**src/rtl/fsm_bist_ctrl.sv**
```systemverilog
// fsm_bist_ctrl
//
// Built-in self-test sequencer for the JTAG-controlled Moore FSM (fsm_mur).
// A start request from the TAP (while test mode is high) clears the FSM,
// drives it with LFSR pseudo-random stimulus for PAT_CNT cycles, compacts
// every FSM state into a 16-bit MISR and compares the result with a golden
// signature.
//
// Ports:
//   clk            in   clock
//   rst_n          in   asynchronous active-low reset
//   tmode_i        in   test mode from the TAP; must stay high for a run
//   bist_start_i   in   single-cycle start request
//   state_i[3:0]   in   FSM state_o, compacted into the MISR
//   sig_o[3:0]     out  stimulus to FSM sig_in (LFSR low nibble in RUN)
//   tmode_clk_en_o out  FSM clock enable
//   start_bist_o   out  FSM synchronous clear at run start
//   rst_state_o    out  FSM synchronous clear on abort
//   busy_o         out  run in progress
//   done_o         out  result valid (held until the next start)
//   pass_o         out  signature matched GOLDEN_SIG, valid with done_o
//   signature_o    out  final MISR value
//   dbg_state[2:0] out  current sequencer state, for debug and checkers
//
// Start/done handshake: bist_start_i is a one-cycle request accepted only
// when the sequencer is not busy (IDLE or DONE) and tmode_i is high; there
// is no back-pressure, a request that is not accepted is simply dropped.
// done_o then stays high, with pass_o and signature_o stable, until the
// next accepted request or a reset.

module fsm_bist_ctrl #(
    parameter int unsigned CNT_W      = 16,
    parameter int unsigned PAT_CNT    = 255,
    parameter logic [15:0] LFSR_SEED  = 16'hACE1,
    parameter logic [15:0] GOLDEN_SIG = 16'h0000
) (
    input  logic        clk,
    input  logic        rst_n,
    input  logic        tmode_i,
    input  logic        bist_start_i,
    input  logic [3:0]  state_i,
    output logic [3:0]  sig_o,
    output logic        tmode_clk_en_o,
    output logic        start_bist_o,
    output logic        rst_state_o,
    output logic        busy_o,
    output logic        done_o,
    output logic        pass_o,
    output logic [15:0] signature_o,
    output logic [2:0]  dbg_state
);

    // Parameter legality, caught at elaboration
    if (PAT_CNT == 0) begin : g_bad_pat_cnt
        $error("fsm_bist_ctrl: PAT_CNT must be at least 1");
    end
    if (64'(PAT_CNT) > ((64'd1 << CNT_W) - 64'd1)) begin : g_big_pat_cnt
        $error("fsm_bist_ctrl: PAT_CNT does not fit in CNT_W bits");
    end
    if (LFSR_SEED == 16'h0000) begin : g_bad_seed
        $error("fsm_bist_ctrl: LFSR_SEED must be nonzero");
    end

    typedef enum logic [2:0] {
        S_IDLE    = 3'd0,
        S_INIT    = 3'd1,
        S_RUN     = 3'd2,
        S_FLUSH   = 3'd3,
        S_COMPARE = 3'd4,
        S_DONE    = 3'd5,
        S_ABORT   = 3'd6
    } state_t;

    localparam logic [CNT_W-1:0] LAST_PAT = CNT_W'(PAT_CNT - 1);

    state_t           state;
    state_t           state_next;
    logic [15:0]      lfsr;
    logic [15:0]      misr;
    logic [CNT_W-1:0] pat_cnt;
    logic [15:0]      sig_q;
    logic             pass_q;

    logic             start_req;
    logic [15:0]      lfsr_next;
    logic [15:0]      misr_next;

    assign start_req = bist_start_i && tmode_i;
    assign lfsr_next = {lfsr[14:0], lfsr[15] ^ lfsr[13] ^ lfsr[12] ^ lfsr[10]};
    assign misr_next = {misr[14:0], misr[15] ^ misr[13] ^ misr[12] ^ misr[10]}
                       ^ {12'b0, state_i};

    // ------------------------------------------------------------------
    // State register
    // ------------------------------------------------------------------
    always_ff @(posedge clk or negedge rst_n) begin
        if (!rst_n) begin
            state <= S_IDLE;
        end else begin
            state <= state_next;
        end
    end

    // ------------------------------------------------------------------
    // Next-state logic. A tmode_i fall wins over every progress transition
    // of the active phases (INIT, RUN, FLUSH).
    // ------------------------------------------------------------------
    always_comb begin
        state_next = state;
        case (state)
            S_IDLE: begin
                if (start_req) state_next = S_INIT;
            end
            S_INIT: begin
                state_next = tmode_i ? S_RUN : S_ABORT;
            end
            S_RUN: begin
                if (!tmode_i)               state_next = S_ABORT;
                else if (pat_cnt == LAST_PAT) state_next = S_FLUSH;
            end
            S_FLUSH: begin
                state_next = tmode_i ? S_COMPARE : S_ABORT;
            end
            S_COMPARE: begin
                state_next = S_DONE;
            end
            S_DONE: begin
                if (start_req) state_next = S_INIT;
            end
            S_ABORT: begin
                state_next = S_IDLE;
            end
            default: begin
                state_next = S_IDLE;
            end
        endcase
    end

    // ------------------------------------------------------------------
    // Output decode: everything comes from the state or held registers.
    // ------------------------------------------------------------------
    always_comb begin
        sig_o          = 4'h0;
        tmode_clk_en_o = 1'b0;
        start_bist_o   = 1'b0;
        rst_state_o    = 1'b0;
        busy_o         = 1'b0;
        done_o         = 1'b0;
        case (state)
            S_INIT: begin
                start_bist_o   = 1'b1;
                tmode_clk_en_o = 1'b1;
                busy_o         = 1'b1;
            end
            S_RUN: begin
                sig_o          = lfsr[3:0];
                tmode_clk_en_o = 1'b1;
                busy_o         = 1'b1;
            end
            S_FLUSH: begin
                // FSM frozen so its last state can be absorbed
                busy_o = 1'b1;
            end
            S_COMPARE: begin
                busy_o = 1'b1;
            end
            S_DONE: begin
                done_o = 1'b1;
            end
            S_ABORT: begin
                rst_state_o    = 1'b1;
                tmode_clk_en_o = 1'b1;
                busy_o         = 1'b1;
            end
            default: begin
            end
        endcase
    end

    assign pass_o      = pass_q;
    assign signature_o = sig_q;
    assign dbg_state   = state;

    // ------------------------------------------------------------------
    // Datapath: stimulus LFSR, compaction MISR, pattern counter, results
    // ------------------------------------------------------------------
    always_ff @(posedge clk or negedge rst_n) begin
        if (!rst_n) begin
            lfsr    <= 16'h0000;
            misr    <= 16'h0000;
            pat_cnt <= '0;
            sig_q   <= 16'h0000;
            pass_q  <= 1'b0;
        end else begin
            case (state)
                S_IDLE, S_DONE: begin
                    // pass_o must not look valid while a new run is pending
                    if (start_req) pass_q <= 1'b0;
                end
                S_INIT: begin
                    lfsr    <= LFSR_SEED;
                    misr    <= 16'h0000;
                    pat_cnt <= '0;
                end
                S_RUN: begin
                    misr    <= misr_next;
                    lfsr    <= lfsr_next;
                    pat_cnt <= pat_cnt + CNT_W'(1);
                end
                S_FLUSH: begin
                    // Final sample: state after the last pattern
                    misr <= misr_next;
                end
                S_COMPARE: begin
                    sig_q  <= misr;
                    pass_q <= (misr == GOLDEN_SIG);
                end
                S_ABORT: begin
                    pass_q <= 1'b0;
                end
                default: begin
                end
            endcase
        end
    end

endmodule

```
**config.mk**
```make
export PLATFORM = sky130hd
export DESIGN_NAME = fsm_bist_ctrl
export DESIGN_NICKNAME = d
export VERILOG_FILES = /design/src/rtl/fsm_bist_ctrl.sv
export SDC_FILE = /design/constraint.sdc
export NUM_CORES = 1
export LEC_CHECK = 0
export ABC_CLOCK_PERIOD_IN_PS = 2480
export BUFFER_PORTS_ARGS = -buffer_cell sky130_fd_sc_hd__buf_2
export CAP_MARGIN = 15
export CORE_MARGIN = 5
export CORE_UTILIZATION = 45
export CTS_BUF_LIST = sky130_fd_sc_hd__clkbuf_4 sky130_fd_sc_hd__clkbuf_8
export CTS_CLUSTER_SIZE = 8
export DETAILED_ROUTE_END_ITERATION = 10
export PLACE_DENSITY_LB_ADDON = 0.2
export RECOVER_POWER = 25
export SLEW_MARGIN = 30
export SYNTH_ARGS = -nofsm -noshare
export SYNTH_HDL_FRONTEND = slang
export SYNTH_SLANG_ARGS = --single-unit
```
**constraint.sdc**
```tcl
create_clock -name clk -period 2.48 [get_ports clk]
set_input_delay 0.744 -clock clk [delete_from_list [all_inputs] [get_ports clk]]
set_output_delay 0.744 -clock clk [all_outputs]
set_load 0.02 [all_outputs]
```
==> results of run 1 <==
what timing repair did:
action / 4_1_cts / 5_1_grt
buffers inserted: 0 / 0
hold buffers: 0 / 0
endpoints found under the setup margin: 0 / 2
hold endpoints to repair: 0 / 0
resized for setup: 0 / 1
worst max path at each step:
stage | from | end | slack [ps]
after floorplan | dbg_state[0]$_DFFE_PN0P_ | busy_o | 210
after global placement | dbg_state[2]$_DFFE_PN0P_ | start_bist_o | 550
after CTS | dbg_state[2]$_DFFE_PN0P_ | start_bist_o | 120
final | dbg_state[0]$_DFFE_PN0P_ | sig_o[2] | 180
after global routing | dbg_state[0]$_DFFE_PN0P_ | sig_o[2] | 80
after detailed placement | dbg_state[2]$_DFFE_PN0P_ | start_bist_o | 510
sequential cells by signal (all words and copies together), names as in the netlist:
register and count:
misr 16, pass_o 1, signature_o 16, dbg_state 3, lfsr 16, pat_cnt 16
through the flow:
step,hold slack (ps),setup WS [ps],util
3_3_place_gp,472,552,0.498
5_1_grt,508,83.0,0.527
3_5_place_dp,472,510,0.498
2_1_floorplan,446,214,-
4_1_cts,424,122,0.529
6_report,490,184,0.527
power groups by stage:
stage	Clock, W	Sequential [W]	Combinational (W)
6_report	0.000980	0.00174	0.00163
5_1_grt	0.00106	0.00179	0.00181
4_1_cts	0.00101	0.00174	0.00166
3_5_place_dp	0	0.00176	0.00165
3_3_place_gp	0	0.00175	0.00163
2_1_floorplan	0	0.00177	0.00113
cell type report:
cell class | instances | area, um^2 | share of cell area
sequential | 68 | 1700 | 0.478
timing repair buffer | 44 | 238 | 0.0667
clock buffer | 9 | 124 | 0.0348
multi-input combinational | 185 | 1290 | 0.362
inverter | 5 | 18.8 | 0.00527
clock inverter | 6 | 88.8 | 0.0249
tap | 80 | 100 | 0.0281
per-layer routing:
metal | routed length [um] | track usage
met5 | 0 | 0
met2 | 3010 | 0.239
met4 | 36 | 0.0647
met1 | 3140 | 0.236
met3 | 276 | 0.0374
cells in the mapped netlist:
master	n
buf_1	1
mux2i_1	1
nor2b_1	3
ha_1	2
nand2b_1	4
nand3_1	17
a2bb2oi_1	1
o31ai_1	4
nand2_1	19
o211ai_1	2
inv_2	1
inv_1	4
a31oi_1	4
o21ai_0	22
or4b_2	1
xnor2_1	9
nor4_1	6
nand4_2	1
nand3b_1	1
o22a_1	7
nor3b_4	1
clkbuf_1	3
and4_1	2
a22oi_1	4
a21oi_1	5
maj3_1	1
nor2_1	5
a41oi_1	1
buf_6	1
xor2_1	1
nor3_4	1
o21a_1	2
or4_1	2
and3_1	3
nand4_1	5
o2bb2ai_1	2
o21ai_1	1
mux2_2	16
buf_2	11
o221ai_1	1
nor3_1	4
a22o_1	17
and2_1	6
or2_2	1
dfrtp_1	68
kinds of logic (layout without fill, tap and decap cells):
family	Yosys count	after routing
AO/OA/AOI/OAI	73	73
XOR/XNOR	10	10
adder cells (fa/ha/maj)	3	3
buffers and inverters	21	64
flip-flops	68	68
multiplexers	17	17
AND/OR/NAND/NOR	82	82
cells in the final DEF, fill, tap and decap left out, drive strengths merged, types with 2 or more instances in the layout:
cell / count
dfrtp: 68
and3: 3
a31oi: 4
mux2: 16
o21a: 2
and2: 6
nor2b: 3
xnor2: 9
a22o: 17
a21oi: 5
o2bb2ai: 2
ha: 2
nand2: 19
buf: 43
nor4: 6
o21ai: 23
clkbuf: 10
o31ai: 4
o211ai: 2
nor2: 5
bufinv: 2
o22a: 7
and4: 2
nand2b: 4
nand4: 6
nand3: 17
a22oi: 4
or4: 2
nor3: 5
clkinvlp: 2
inv: 6
==> metrics, run 1 <==
internal power between 0.002 and 0.003 W; Peak VDD IR 0.686 mV; router iterations before antenna repair 4; remaining routing DRC violations 0; clock-pin transition on the worst setup and hold timing paths 80 ps; HPWL Detailed 4.26 mm; Skew-Pair Late Insertion Delay roughly 340 ps; Die X-Extent 92.9 um; clock group share of total power 0.225; Simple-Gate Fraction of Synth Area 0.151; largest family of logic cells by synthesized area compound AO/OA/AOI/OAI gates; final worst path period share 0.926; hold_sp pat_cnt[15]$_DFFE_PN0P_; share of power burned in registers 0.400; Critical R2R Capture pat_cnt[13]$_DFFE_PN0P_; first-pass GRT wire length 11.1 mm; buffers from clock root to sink, at most 2; ant diodes 0; share of post-route cells with drive strength above 1 0.259; complex-gate fraction of the synthesized area 0.165; initial standard-cell utilization of the core 0.458; die area about 8600 um^2; post-layout total power 0.00435 W; class of the tightest hold or removal check reg -> reg; maxcap violations 1; crit-path cells nor3b_4 > and2_1 > buf_2; crit start category flip-flop; syn_nets between 200 and 300; Syn. warnings 0; net switching fraction of the power 0.387; setup repair after global routing missed its margin false; violation count after the first detailed-route iteration 153; post-placement cell area 3360 um^2; routability-driven placement congestion ratio between 0.8 and 0.9; combinational share of power 0.375; remaining antenna violation count 0; clk sinks 68; total wirelength of the detailed-routed design 6.46 mm; count of cell types in the netlist 45; Critical Path Slowest Stage Cell dfrtp_1; switching component of the power ~0.0017 W; number of global-route vias before repair roughly 2200; synthesized-area fraction occupied by adder cells 0.0113; crit end category output pin; library cell occupying the most area in the post-synthesis netlist dfrtp_1; maximum level of the CTS H-tree 3; remaining global-route overflow 0; vertical extent of the die approximately 93 um; fin nets between 300 and 400; final design area excluding fillers 3560 um^2; portion of the post-synthesis area used by sequential elements 0.550; Num CTS Buffers 9; Avg Synthesized Cell Area approximately 11 um^2; length in cells of the worst reg-to-reg path 5; slack of the worst reg-to-reg path 730 ps; Total Routing Usage GR 0.164; pwr dens 1220 nW/um^2; largest incremental delay on the critical path approximately 560 ps; number of stages on the worst setup path 3; worst hold stages 1; CTS tree built; Mapped Cells 274; number of buffer cells added on primary ports 36; failing checks capacitance limit, slew limit; area growth from synthesis to final layout 15.2%; Critical Path AT 1550 ps; count of endpoints failing hold in the final timing report 0; count of fill cells added during filler insertion 590; Max Fclk roughly 0.44 GHz; post-layout instance count excluding filler cells 397; Post-Synth XOR/XNOR Area 0.0283; total count of max-transition violations in the final report 69; reg-to-reg startpoint dbg_state[0]$_DFFE_PN0P_; leakage dissipation approximately 1.7 nW; Crit Path Category reg -> out; via density per instance around 5.7; worst-path maximum fanout 14; synth top area cells dfrtp_1 55%, mux2_2 5.8%, a22o_1 4.8%, o21ai_0 3.6%, nand3_1 2.8%; drt wl/cell 16.3 um; number of antenna violations at the first check in global routing 0; remaining max-slew budget at the tightest pin -0.0883; final sum of negative setup slack 0 ps; total via count in the routed design around 2300; Synth top area share 0.550; post-route minimum period between 2000 and 2500 ps; cell at the root of the clock tree clkbuf_8; Top Family by Delay on Critical Path flip-flops; count of buffer and inverter cells on the critical path 1; synthesis-stage register bit count between 60 and 70; Core Box Area ~6800 um^2; placed cell count about 380; synthesized cell area 3090 um^2; clock skew after layout around 11 ps; pin count of the biggest net entering global routing 69; number of setup violations in the final report 0; count of standard-cell rows 30; status finished with violations; Least-Margin Pin Slew 1630 ps; multiplexer share of the synthesized area 0.0615; CP required 1740 ps; number of ports placed on the die boundary 37; hold worst-path end pat_cnt[15]$_DFFE_PN0P_
Power figures use the tool's default switching activity.
==> run 2: changes to the inputs <==
--- a/config.mk
+++ b/config.mk
@@ -8,8 +8,8 @@
 export ABC_CLOCK_PERIOD_IN_PS = 2480
 export BUFFER_PORTS_ARGS = -buffer_cell sky130_fd_sc_hd__buf_2
 export CAP_MARGIN = 15
-export CORE_MARGIN = 5
-export CORE_UTILIZATION = 45
+export CORE_MARGIN = 1
+export CORE_UTILIZATION = 60
 export CTS_BUF_LIST = sky130_fd_sc_hd__clkbuf_4 sky130_fd_sc_hd__clkbuf_8
 export CTS_CLUSTER_SIZE = 8
 export DETAILED_ROUTE_END_ITERATION = 10
==> run 2 against run 1 <==
Against the previous run: non-clock buffer count rose by 1; worst setup slack got worse by 52 ps; critical path type unchanged; clock-buffer cell count rose by 2; hold slack improved by 9.8 ps; die area fell by 37%; combinational power barely moved; register-to-register slack got worse by 150 ps; sequential share of layout area rose by 0.12 points; maximum frequency fell by 2.2%; first-iteration DRC count rose by 54%; largest power group unchanged; sequential power barely moved; clock power fell by 2.4%; the flow still finishes with violations (capacitance limit, slew limit).
==> metrics, run 2 (synthesis results as in run 1) <==
pin count of the biggest net entering global routing 69 (unchanged); number of antenna violations at the first check in global routing 0 (unchanged); crit end category output pin; clk sinks 68 (unchanged); clock skew after layout 6.90 ps (-4.57 ps); Num CTS Buffers 9 (unchanged); source of the critical timing path dbg_state[2]$_DFFE_PN0P_; worst-path maximum fanout 16 (+2); Peak VDD IR 0.730 mV (+6.4%); vertical extent of the die 73.8 um (-21%); maxcap violations 1 (unchanged); Die X-Extent 73.8 um (-21%); met1 capacity usage during global routing 0.394 (+0.158); post-route minimum period 2350 ps (+52.2 ps); met2 routing resource usage after global routing 0.387 (+0.149); length in cells of the worst reg-to-reg path 5 (unchanged); reg-to-reg startpoint dbg_state[2]$_DFFE_PN0P_; Crit Path Category reg -> out; most common cell after layout, fill and taps aside dfrtp_1; drt wl/cell 16.4 um (+0.97%); status finished with violations; Core Box Area 4850 um^2 (-28%); ant diodes 0 (unchanged); class of the tightest hold or removal check reg -> reg; final worst path period share 0.947 (+0.0210); capturing instance or port of the critical path sig_o[0]; Max Fclk 0.426 GHz (-2.2%); slack of the worst reg-to-reg path 580 ps (-150 ps); pwr dens 1230 nW/um^2 (+0.31%); crit start category flip-flop; GRT Max-Usage Layer met1; cell at the root of the clock tree clkbuf_8; die area 5440 um^2 (-37%); total via count in the routed design 2369 (+4.8%); CTS Hold Buffers Added 0 (unchanged); routing usage on met3 0.0480 (+0.0106); setup repair after global routing missed its margin false; failing checks capacitance limit, slew limit; routability-driven placement congestion ratio 0.813 (+1.2%); number of buffer cells added on primary ports 36 (unchanged); remaining antenna violation count 0 (unchanged); placed cell count 370 (-3.1%); remaining global-route overflow 0 (unchanged); fin nets 324 (+0.31%); count of endpoints failing hold in the final timing report 0 (unchanged); Least-Margin Pin Slew 1620 ps (-8.07 ps); total count of max-transition violations in the final report 69 (unchanged); CTS tree built; violation count after the first detailed-route iteration 235 (+54%); clock-pin transition on the worst setup and hold timing paths 70 ps (about the same); Critical R2R Capture misr[3]$_DFFE_PN0P_; post-placement cell area 3350 um^2 (-0.26%); HPWL Detailed 4.03 mm (-5.5%); buffers from clock root to sink, at most 2 (unchanged); Skew-Pair Late Insertion Delay 340 ps (about the same); remaining max-slew budget at the tightest pin -0.0829 (+0.00538); final sum of negative setup slack 0 ps (unchanged); via density per instance 6.14 (+7.8%); area growth from synthesis to final layout 14.9%; hold_sp lfsr[11]$_DFFE_PN0P_; final design area excluding fillers 3550 um^2 (-0.32%); post-CTS setup-driven buffer insertion count 0 (unchanged); initial standard-cell utilization of the core 0.638 (+0.180); number of ports placed on the die boundary 37 (unchanged); worst hold stages 1 (unchanged); remaining routing DRC violations 0 (unchanged); CP required 1740 ps (about the same); Total Routing Usage GR 0.266 (+0.102); number of setup violations in the final report 0 (unchanged); Critical Path AT 1600 ps (+50 ps); PostCTS Resize Cnt 0 (unchanged); post-layout total power 0.00435 W (about the same); total wirelength of the detailed-routed design 6.35 mm (-1.8%); share of post-route cells with drive strength above 1 0.260 (+0.00151); count of standard-cell rows 25 (-17%); number of global-route vias before repair 2181 (-1.3%); top library cells by usage in the layout, fill and taps aside 68 x dfrtp_1, 36 x buf_2, 21 x o21ai_0, 19 x nand2_1; maximum level of the CTS H-tree 3 (unchanged); router iterations before antenna repair 4 (unchanged); leakage dissipation 1.68 nW (+0.60%); first-pass GRT wire length 10.6 mm (-4.5%); post-layout instance count excluding filler cells 386 (-2.8%)
-- run 2: through the flow --
stage           util  hold WS [ps]  worst slack, ps
6_report       0.732           500              132
5_1_grt        0.732           523             30.0
4_1_cts        0.735           426              119
3_5_place_dp   0.692           487              494
3_3_place_gp   0.692           475              545
2_1_floorplan      -           446              214
-- run 2: worst min-delay path by stage --
| stage | end |
|---|---|
| after global placement | lfsr[6]$_DFFE_PN0P_ |
| after CTS | pat_cnt[13]$_DFFE_PN0P_ |
| final | lfsr[11]$_DFFE_PN0P_ |
| after detailed placement | lfsr[11]$_DFFE_PN0P_ |
| after global routing | signature_o[1]$_DFFE_PN0P_ |
| after floorplan | dbg_state[0]$_DFFE_PN0P_ |
-- run 2: where the power goes --
group	total, W	switching [W]	internal [W]
clock network	0.000956	0.000435	0.000521
logic	0.00166	0.000966	0.000694
registers	0.00174	0.000316	0.00142
-- run 2: area by class of cell --
type | count | area (um^2)
Clock buffer | 11 | 151
Clock inverter | 5 | 60.1
Fill cell | 342 | 1300
Inverter | 5 | 18.8
Multi-Input combinational cell | 185 | 1290
Sequential cell | 68 | 1700
Tap cell | 67 | 83.8
Timing Repair Buffer | 45 | 245
-- run 2: worst max-delay path, cell delays in order, from the launching register on --
cell and delay (ps):
dfrtp_1 580, nor3b_4 360, and2_1 170, buf_2 160
-- run 2: routing by layer --
layer	wire length (um)	part of all wire
met1	3070	0.48
met2	2870	0.45
met3	300	0.047
met4	112	0.018
met5	0	0
